`config.mk`:
```
export PLATFORM = sky130hd
export DESIGN_NAME = mem_access_unit
export DESIGN_NICKNAME = d
export VERILOG_FILES = /design/src/rtl/mem_access_defs_pkg.sv /design/src/rtl/byte_lane_align.sv /design/src/rtl/mem_access_unit.sv
export SDC_FILE = /design/constraint.sdc
export NUM_CORES = 1
export LEC_CHECK = 0
export BUFFER_PORTS_ARGS = -buffer_cell sky130_fd_sc_hd__buf_2
export CORE_MARGIN = 2
export CORE_UTILIZATION = 53
export CTS_BUF_LIST = sky130_fd_sc_hd__clkbuf_2
export DETAILED_ROUTE_END_ITERATION = 7
export GPL_TIMING_DRIVEN = 0
export PLACE_DENSITY = 0.87
export SETUP_SLACK_MARGIN = 0.4
export SYNTH_ARGS = -nofsm -noshare
export SYNTH_HDL_FRONTEND = slang
export SYNTH_SLANG_ARGS = --single-unit
```
`constraint.sdc`:
```
create_clock -name clock -period 2.05 [get_ports clock]
set_input_delay 0.41 -clock clock [delete_from_list [all_inputs] [get_ports clock]]
set_output_delay 0.41 -clock clock [all_outputs]
set_load 0.05 [all_outputs]
```
`src/rtl/mem_access_defs_pkg.sv`:
```
// Shared definitions for the load/store front-end: funct3 codes, FSM states,
// word-offset width and the request legality check.
package mem_access_defs;

  localparam int unsigned DATA_W        = 32;
  localparam int unsigned FUNCT3_W      = 3;
  // Byte-offset bits dropped to form the word-aligned RAM address
  localparam int unsigned WORD_OFFSET_W = 2;

  localparam logic [FUNCT3_W-1:0] F3_LB  = 3'b000;
  localparam logic [FUNCT3_W-1:0] F3_LH  = 3'b001;
  localparam logic [FUNCT3_W-1:0] F3_LW  = 3'b010;
  localparam logic [FUNCT3_W-1:0] F3_LBU = 3'b100;
  localparam logic [FUNCT3_W-1:0] F3_LHU = 3'b101;
  localparam logic [FUNCT3_W-1:0] F3_SB  = 3'b000;
  localparam logic [FUNCT3_W-1:0] F3_SH  = 3'b001;
  localparam logic [FUNCT3_W-1:0] F3_SW  = 3'b010;

  typedef enum logic [1:0] {
    ST_IDLE  = 2'd0,
    ST_READ  = 2'd1,
    ST_WRITE = 2'd2,
    ST_RESP  = 2'd3
  } state_t;

  // Misaligned access or unsupported funct3 for the request class
  function automatic logic req_is_error(input logic                     write,
                                        input logic [FUNCT3_W-1:0]      funct3,
                                        input logic [WORD_OFFSET_W-1:0] offset);
    logic err;
    err = 1'b1;
    if (write) begin
      case (funct3)
        F3_SB:   err = 1'b0;
        F3_SH:   err = offset[0];
        F3_SW:   err = (offset != 2'b00);
        default: err = 1'b1;
      endcase
    end else begin
      case (funct3)
        F3_LB, F3_LBU: err = 1'b0;
        F3_LH, F3_LHU: err = offset[0];
        F3_LW:         err = (offset != 2'b00);
        default:       err = 1'b1;
      endcase
    end
    return err;
  endfunction

endpackage

```
`src/rtl/byte_lane_align.sv`:
```
// Lane steering between a 32-bit RAM word and RISC-V sub-word accesses:
// extracts/extends load data and merges store data into the read word.
module byte_lane_align
  import mem_access_defs::*;
(
  input  logic [DATA_W-1:0]        word,
  input  logic [WORD_OFFSET_W-1:0] addr,
  input  logic [FUNCT3_W-1:0]      funct3,
  input  logic [DATA_W-1:0]        wdata,
  output logic [DATA_W-1:0]        load_data_c,
  output logic [DATA_W-1:0]        store_word_c
);

  logic [7:0]  lane_byte;
  logic [15:0] lane_half;

  // Select the addressed byte and halfword lanes
  always_comb begin
    lane_byte = word[7:0];
    case (addr)
      2'd0:    lane_byte = word[7:0];
      2'd1:    lane_byte = word[15:8];
      2'd2:    lane_byte = word[23:16];
      default: lane_byte = word[31:24];
    endcase
    lane_half = addr[1] ? word[31:16] : word[15:0];
  end

  // Sign/zero extension of the selected lane
  always_comb begin
    load_data_c = '0;
    case (funct3)
      F3_LB:   load_data_c = {{24{lane_byte[7]}}, lane_byte};
      F3_LH:   load_data_c = {{16{lane_half[15]}}, lane_half};
      F3_LW:   load_data_c = word;
      F3_LBU:  load_data_c = {24'h000000, lane_byte};
      F3_LHU:  load_data_c = {16'h0000, lane_half};
      default: load_data_c = '0;
    endcase
  end

  // Replace the addressed lanes of the read word with store data
  always_comb begin
    store_word_c = word;
    case (funct3)
      F3_SB: begin
        case (addr)
          2'd0:    store_word_c[7:0]   = wdata[7:0];
          2'd1:    store_word_c[15:8]  = wdata[7:0];
          2'd2:    store_word_c[23:16] = wdata[7:0];
          default: store_word_c[31:24] = wdata[7:0];
        endcase
      end
      F3_SH: begin
        if (addr[1]) store_word_c[31:16] = wdata[15:0];
        else         store_word_c[15:0]  = wdata[15:0];
      end
      F3_SW:   store_word_c = wdata;
      default: store_word_c = word;
    endcase
  end

endmodule

```
`src/rtl/mem_access_unit.sv`:
```
// Load/store front-end between the CPU memory stage and a word-addressed RAM.
// Sub-word stores are read-modify-write; illegal requests answer with an error
// without touching RAM. Optional MEM_ACCESS_STATS_EN adds per-class counters.
module mem_access_unit
  import mem_access_defs::*;
#(
  parameter int unsigned ADDR_WIDTH = 32,
  parameter int unsigned DATA_WIDTH = 32
) (
  input  logic                  clock,
  input  logic                  reset,
  input  logic                  req_valid,
  output logic                  req_ready,
  input  logic                  req_write,
  input  logic [FUNCT3_W-1:0]   req_funct3,
  input  logic [ADDR_WIDTH-1:0] req_address,
  input  logic [DATA_WIDTH-1:0] req_wdata,
  output logic                  resp_valid,
  output logic [DATA_WIDTH-1:0] resp_rdata,
  output logic                  resp_error,
  output logic [ADDR_WIDTH-1:0] ram_address,
  output logic [DATA_WIDTH-1:0] ram_input_data,
  output logic                  ram_should_write,
`ifdef MEM_ACCESS_STATS_EN
  output logic [31:0]           load_count,
  output logic [31:0]           store_count,
  output logic [31:0]           error_count,
`endif
  input  logic [DATA_WIDTH-1:0] ram_output_data
);

  state_t state_q, state_d;

  logic                  write_q;
  logic [FUNCT3_W-1:0]   funct3_q;
  logic [ADDR_WIDTH-1:0] addr_q;
  logic [DATA_WIDTH-1:0] wdata_q;
  logic                  err_q;
  logic [DATA_WIDTH-1:0] rdata_q;
  logic [DATA_WIDTH-1:0] merged_q;

  logic                  accept;
  logic                  accept_err;
  logic [DATA_WIDTH-1:0] load_data_c;
  logic [DATA_WIDTH-1:0] store_word_c;

  assign accept     = req_valid && (state_q == ST_IDLE);
  assign accept_err = req_is_error(req_write, req_funct3, req_address[WORD_OFFSET_W-1:0]);

  byte_lane_align u_align (
    .word         (ram_output_data),
    .addr         (addr_q[WORD_OFFSET_W-1:0]),
    .funct3       (funct3_q),
    .wdata        (wdata_q),
    .load_data_c  (load_data_c),
    .store_word_c (store_word_c)
  );

  // State register
  always_ff @(posedge clock) begin
    if (reset) state_q <= ST_IDLE;
    else       state_q <= state_d;
  end

  // Next-state selection
  always_comb begin
    state_d = state_q;
    case (state_q)
      ST_IDLE: begin
        if (req_valid) begin
          if (accept_err)                               state_d = ST_RESP;
          else if (req_write && (req_funct3 == F3_SW))  state_d = ST_WRITE;
          else                                          state_d = ST_READ;
        end
      end
      ST_READ:  state_d = write_q ? ST_WRITE : ST_RESP;
      ST_WRITE: state_d = ST_RESP;
      ST_RESP:  state_d = ST_IDLE;
      default:  state_d = ST_IDLE;
    endcase
  end

  // Request capture, RAM read capture and result registers
  always_ff @(posedge clock) begin
    if (reset) begin
      write_q  <= 1'b0;
      funct3_q <= '0;
      addr_q   <= '0;
      wdata_q  <= '0;
      err_q    <= 1'b0;
      rdata_q  <= '0;
      merged_q <= '0;
    end else begin
      if (accept) begin
        write_q  <= req_write;
        funct3_q <= req_funct3;
        addr_q   <= req_address;
        wdata_q  <= req_wdata;
        err_q    <= accept_err;
        rdata_q  <= '0;
        merged_q <= req_wdata;
      end
      if (state_q == ST_READ) begin
        if (write_q) merged_q <= store_word_c;
        else         rdata_q  <= load_data_c;
      end
    end
  end

  assign req_ready        = (state_q == ST_IDLE);
  assign resp_valid       = (state_q == ST_RESP);
  assign resp_rdata       = rdata_q;
  assign resp_error       = err_q;
  assign ram_address      = {addr_q[ADDR_WIDTH-1:WORD_OFFSET_W], WORD_OFFSET_W'(0)};
  assign ram_input_data   = merged_q;
  // Reset gates the strobe directly so a write is dropped even mid-WRITE
  assign ram_should_write = (state_q == ST_WRITE) && !reset;

`ifdef MEM_ACCESS_STATS_EN
  // Per-class completion counters, advanced on the response cycle
  always_ff @(posedge clock) begin
    if (reset) begin
      load_count  <= '0;
      store_count <= '0;
      error_count <= '0;
    end else if (state_q == ST_RESP) begin
      if (err_q)        error_count <= error_count + 32'd1;
      else if (write_q) store_count <= store_count + 32'd1;
      else              load_count  <= load_count + 32'd1;
    end
  end
`endif

endmodule

```
==> out/summary.txt, run 1 <==
Initial Utilization -> 53.9%
Die Width -> 114 µm
Synth top area share -> 41.9%
Post-Syn Area -> 0.00645 mm²
Synth cell types -> 51
Top cells by area, synth -> dfxtp_1 (42%), a21oi_1 (10%), nand2_1 (10%)
Io pins -> 203
Cells after DPL -> 1122
Outcome -> stopped before the end
Err -> [ERROR DPL-0038] Utilization greater than 100%, impossible to legalize
GRT worst endpoint -> ram_should_write
Clock Tree Buf Depth -> 2
Seq/Total Area, Yosys -> 41.9%
Worst endpoint type -> top-level output
Most used flip-flop cell after synthesis -> dfxtp_1
Top cell type by total area after synthesis -> dfxtp_1
Die height -> 114 µm
CTS Sinks -> 135
Post-DP HPWL -> 16400 µm
Number of synthesized flops with an enable pin -> 0
Async set-or-reset flop fraction in the synthesized netlist -> 0%
I/O Buffers -> 199
Yosys reg bits -> 135
Yosys warning total -> 0
Routability cong. -> 1.02
Cell row count -> 40
CTS buffer count -> 17
Clock Root Buffer -> clkbuf_2
Dpl ws -> -0.0380 ns
H-tree depth -> 4
Largest net degree at the start of global routing -> 17
Mapped Avg Cell Area -> 8.32 µm²
Failed at -> 5_1_grt
Mapped Cells -> 775
kinds of logic after synthesis:
| group | after synthesis | synth area share (%) |
|---|---|---|
| AOI/OAI and AO/OA | 297 | 30.6 |
| and+or+nand+nor | 226 | 15.1 |
| DFF | 135 | 41.9 |
| buffers and inverters | 103 | 8.75 |
| muxes | 9 | 2.79 |
| adders and majority gates | 4 | 0.776 |
| other | 1 | 0.0581 |
Yosys cell counts (2+ instances only):
master	number
ha_1	4
o21ai_0	16
a221oi_2	5
nor4_1	2
o21bai_1	2
buf_6	2
nand2_1	180
clkbuf_1	31
nand3_1	9
and2_1	5
mux4_2	7
buf_4	36
and3_1	9
a22oi_1	33
o21ai_1	3
mux2_2	2
buf_1	9
a221oi_1	28
inv_1	2
o21a_1	2
buf_2	22
a21o_1	11
a222oi_1	7
a211oi_1	23
dfxtp_1	135
a31oi_1	8
nand2b_1	2
a21oi_1	135
nor3_1	2
nor2_1	5
nor2b_1	4
a311oi_1	15
timing repair:
item | CTS
pin swaps | 54
endpoints found under the setup margin | 232
hold buffers | 87
endpoints found under the hold margin | 103
setup buffers | 68
resized for setup | 579
gates cloned | 7
through the flow:
step	cell area, µm²	utilization (%)	hold slack (ns)	setup TNS, ns
CTS	11300	94.4	0.00555	-0.0247
floorplan	6510	-	0.436	0
global placement	7690	64.3	0.441	-0.0398
detailed placement	7690	64.3	0.447	-0.0608
==> inputs of run 2 (changes only) <==
--- a/config.mk
+++ b/config.mk
@@ -7,12 +7,10 @@
 export LEC_CHECK = 0
 export BUFFER_PORTS_ARGS = -buffer_cell sky130_fd_sc_hd__buf_2
 export CORE_MARGIN = 2
-export CORE_UTILIZATION = 53
-export CTS_BUF_LIST = sky130_fd_sc_hd__clkbuf_2
+export CORE_UTILIZATION = 40
 export DETAILED_ROUTE_END_ITERATION = 7
 export GPL_TIMING_DRIVEN = 0
-export PLACE_DENSITY = 0.87
-export SETUP_SLACK_MARGIN = 0.4
+export PLACE_DENSITY_LB_ADDON = 0.15
 export SYNTH_ARGS = -nofsm -noshare
 export SYNTH_HDL_FRONTEND = slang
 export SYNTH_SLANG_ARGS = --single-unit
==> run 2 against run 1 <==
Compared with the run above:
- the flow now finishes, with violations (design-rule violations)
- synthesized cell count stayed put
- synthesized area stayed put
==> out/summary.txt, run 2 <==
Routed via count -> 6872
Core area -> 0.0158 mm²
Sw Ratio -> 44.3%
Vias per inst -> 5.61
Io pins -> 203
Crit path max-delay cell type -> a22oi_1
Rel. slew slack -> 44.2%
Clock power frac -> 26.7%
Yosys reg bits -> 135
Die area -> 0.0172 mm²
Total power -> 12.2 mW
Setup Skew -> 0.00661 ns
Antenna violations before repair -> 0
Fin util -> 53.2%
First-pass GRT wire length -> 35200 µm
Tcrit/Tclk final -> 96.8%
Setup-failing EPs final -> 0
Iteration-0 DRC Markers -> 834
Number of synthesized flops with an enable pin -> 0
Synth cell count leaders -> nand2_1 (180), a21oi_1 (135), dfxtp_1 (135)
Fin crit period -> 1.99 ns
Largest net degree at the start of global routing -> 17
Pwr Density -> 1450 mW/mm²
Final wirelength -> 24000 µm
Mapped Avg Cell Area -> 8.32 µm²
Clk_lat worst skew -> 0.43 ns
Vias in the first global route -> 6256
CTS clk-pin slew, worst paths -> 0.06 ns
Most used cell, CP -> buf_2
Async set-or-reset flop fraction in the synthesized netlist -> 0%
Outcome -> finished, violations left
Violated checks -> design-rule violations
Mapped Cells -> 775
Hold path startpoint -> req_address[20]
Most used flip-flop cell after synthesis -> dfxtp_1
RR Startpoint -> funct3_q[0]
# hold bufs at CTS -> 0
H-tree depth -> 4
Routed len/inst -> 19.6 µm
Crit Path Max Fanout -> 10
Initial Utilization -> 40.8%
Commonest non-fill, non-tap cell in the layout -> buf_2
Leak Pwr -> 3.58 nW
Post-DP HPWL -> 17500 µm
ANT nets after route -> 0
Clock Tree Buf Depth -> 2
Max Freq -> 504 MHz
All-layer global routing usage -> 27.5%
Gate power share -> 44.3%
RR Endpoint -> ram_input_data[10]
WHS Endpoint -> addr_q[20]
Final hold violations -> 0
Grt total ovfl -> 0
Clock Root Buffer -> clkbuf_16
Top cell type by total area after synthesis -> dfxtp_1
Critical Path End Type -> flop
DR DRC count -> 9
Post-CTS Repair Setup Buffers -> 0
Post-Syn Area -> 0.00645 mm²
Yosys warning total -> 0
Max-cap violations -> 0
Maximum vdd drop -> 726 µV
Internal reg-to-reg setup slack -> 0.06 ns
Dominant cell by count in the synthesized netlist -> nand2_1
CTS buffer count -> 17
Total internal power -> 6.82 mW
Net count, final -> 1102
Highest-count cells in the layout ignoring fill and taps -> buf_2 (218), nand2_1 (180), a21oi_1 (135), dfxtp_1 (135), buf_4 (36)
Critical path, cell by cell -> buf_2 > buf_2 > a21oi_4 > o21ai_2 > a22oi_1 > a221oi_1
Area grow syn2layout -> 30.5%
Worst hold path class -> in2reg
CTS tree -> done
Sw Pwr -> 5.42 mW
Critical Path Start Type -> flop
Drt first pass iters -> 8
CTS Sinks -> 135
Top cells by area, synth -> dfxtp_1 (42%), a21oi_1 (10%), nand2_1 (10%)
Ant. Diodes -> 0
Critical path required time -> 2.32 ns
Seq/Total Area, Yosys -> 41.9%
Worst slew pin tran -> 0.837 ns
I/O Buffers -> 199
Hold Path Depth -> 3
Worst Path Arrival -> 2.26 ns
Crit path kind -> reg2reg
Routability cong. -> 0.909
Cell row count -> 46
Final Slew Violations -> 0
Synth top area share -> 41.9%
Die height -> 131 µm
RSZ-0062 raised after global routing -> yes
Share of cells above drive strength 1 -> 33.0%
Max stage delay on crit path -> 0.48 ns
Die Width -> 131 µm
Flop pwr share -> 29.0%
Synth cell types -> 51
R2R depth -> 6
-- run 2: cell counts after synthesis --
Identical to the previous run, type by type.
-- run 2: area by class of cell --
| class | instances | area, µm² |
|---|---|---|
| Inverter | 3 | 11.3 |
| Sequential cell | 135 | 2700 |
| Multi-Input combinational cell | 539 | 3230 |
| Clock buffer | 19 | 443 |
| Tap cell | 216 | 270 |
| Buffer | 100 | 591 |
| Timing Repair Buffer | 199 | 996 |
| Clock inverter | 13 | 176 |
| Fill cell | 1557 | 7410 |
-- run 2: layer usage --
layer	global-route usage [%]	share of wire [%]	vias to the layer above	wire (µm)
li1	-	-	3242	-
met1	37.0	42	3190	10000
met2	42.7	45	397	10800
met3	6.88	10	43	2510
met4	10.3	2.5	0	589
met5	0	0	-	0
-- run 2: cells by family (layout without fill, tap and decap cells) --
logic type / Yosys count / count (layout) / share of synthesized area, %
other cells: 1 / 2 / 0.0581
buf+inv: 103 / 334 / 8.75
compound gates: 297 / 297 / 30.6
simple gates: 226 / 227 / 15.1
mux: 9 / 9 / 2.79
flops: 135 / 135 / 41.9
fa+ha+maj: 4 / 4 / 0.776
-- run 2: worst max-delay path, delay by kind of cell, from the launching register on --
kind	cells	cell delay, ns
DFF	1	0.29
buffers and inverters	2	0.39
AOI/OAI and AO/OA	4	1.15
-- run 2: worst max-delay path by stage --
stage,from,to,depth (start not counted)
6_report,funct3_q[0],ram_input_data[10],6
5_1_grt,state_q[1],resp_rdata[26],8
4_1_cts,state_q[0],ram_input_data[17],7
3_5_place_dp,state_q[0],resp_rdata[23],8
3_3_place_gp,state_q[0],resp_rdata[29],8
2_1_floorplan,reset,ram_should_write,3
-- run 2: power groups by stage --
stage / sequential (mW) / combinational [mW] / clock (mW)
4_1_cts: 3.53 / 5.25 / 3.29
3_5_place_dp: 3.58 / 5.22 / 0
3_3_place_gp: 3.58 / 5.20 / 0
5_1_grt: 3.60 / 5.81 / 3.42
2_1_floorplan: 4.36 / 2.99 / 0
6_report: 3.55 / 5.42 / 3.27
-- run 2: stage by stage --
step                hold slack [ns]  instances  setup slack (ns)  setup TNS (ns)  cell area (µm²)
floorplan                     0.436        776             0.148               0             6460
global placement              0.442       1191            -0.126           -1.18             7720
detailed placement            0.448       1191            -0.141           -2.17             7720
CTS                           0.212       1223           0.00457               0             8350
global route                  0.219       1224           -0.0106         -0.0283             8420
finish                        0.215       1224            0.0648               0             8420
-- run 2: repair_timing --
action | in CTS | in global routing
setup endpoints to repair | 58 | 67
pin swaps | 0 | 1
endpoints found under the hold margin | 0 | 0
gates resized for setup | 8 | 25
gates cloned | 0 | 1
No activity file was read; power rests on OpenSTA's default activity.
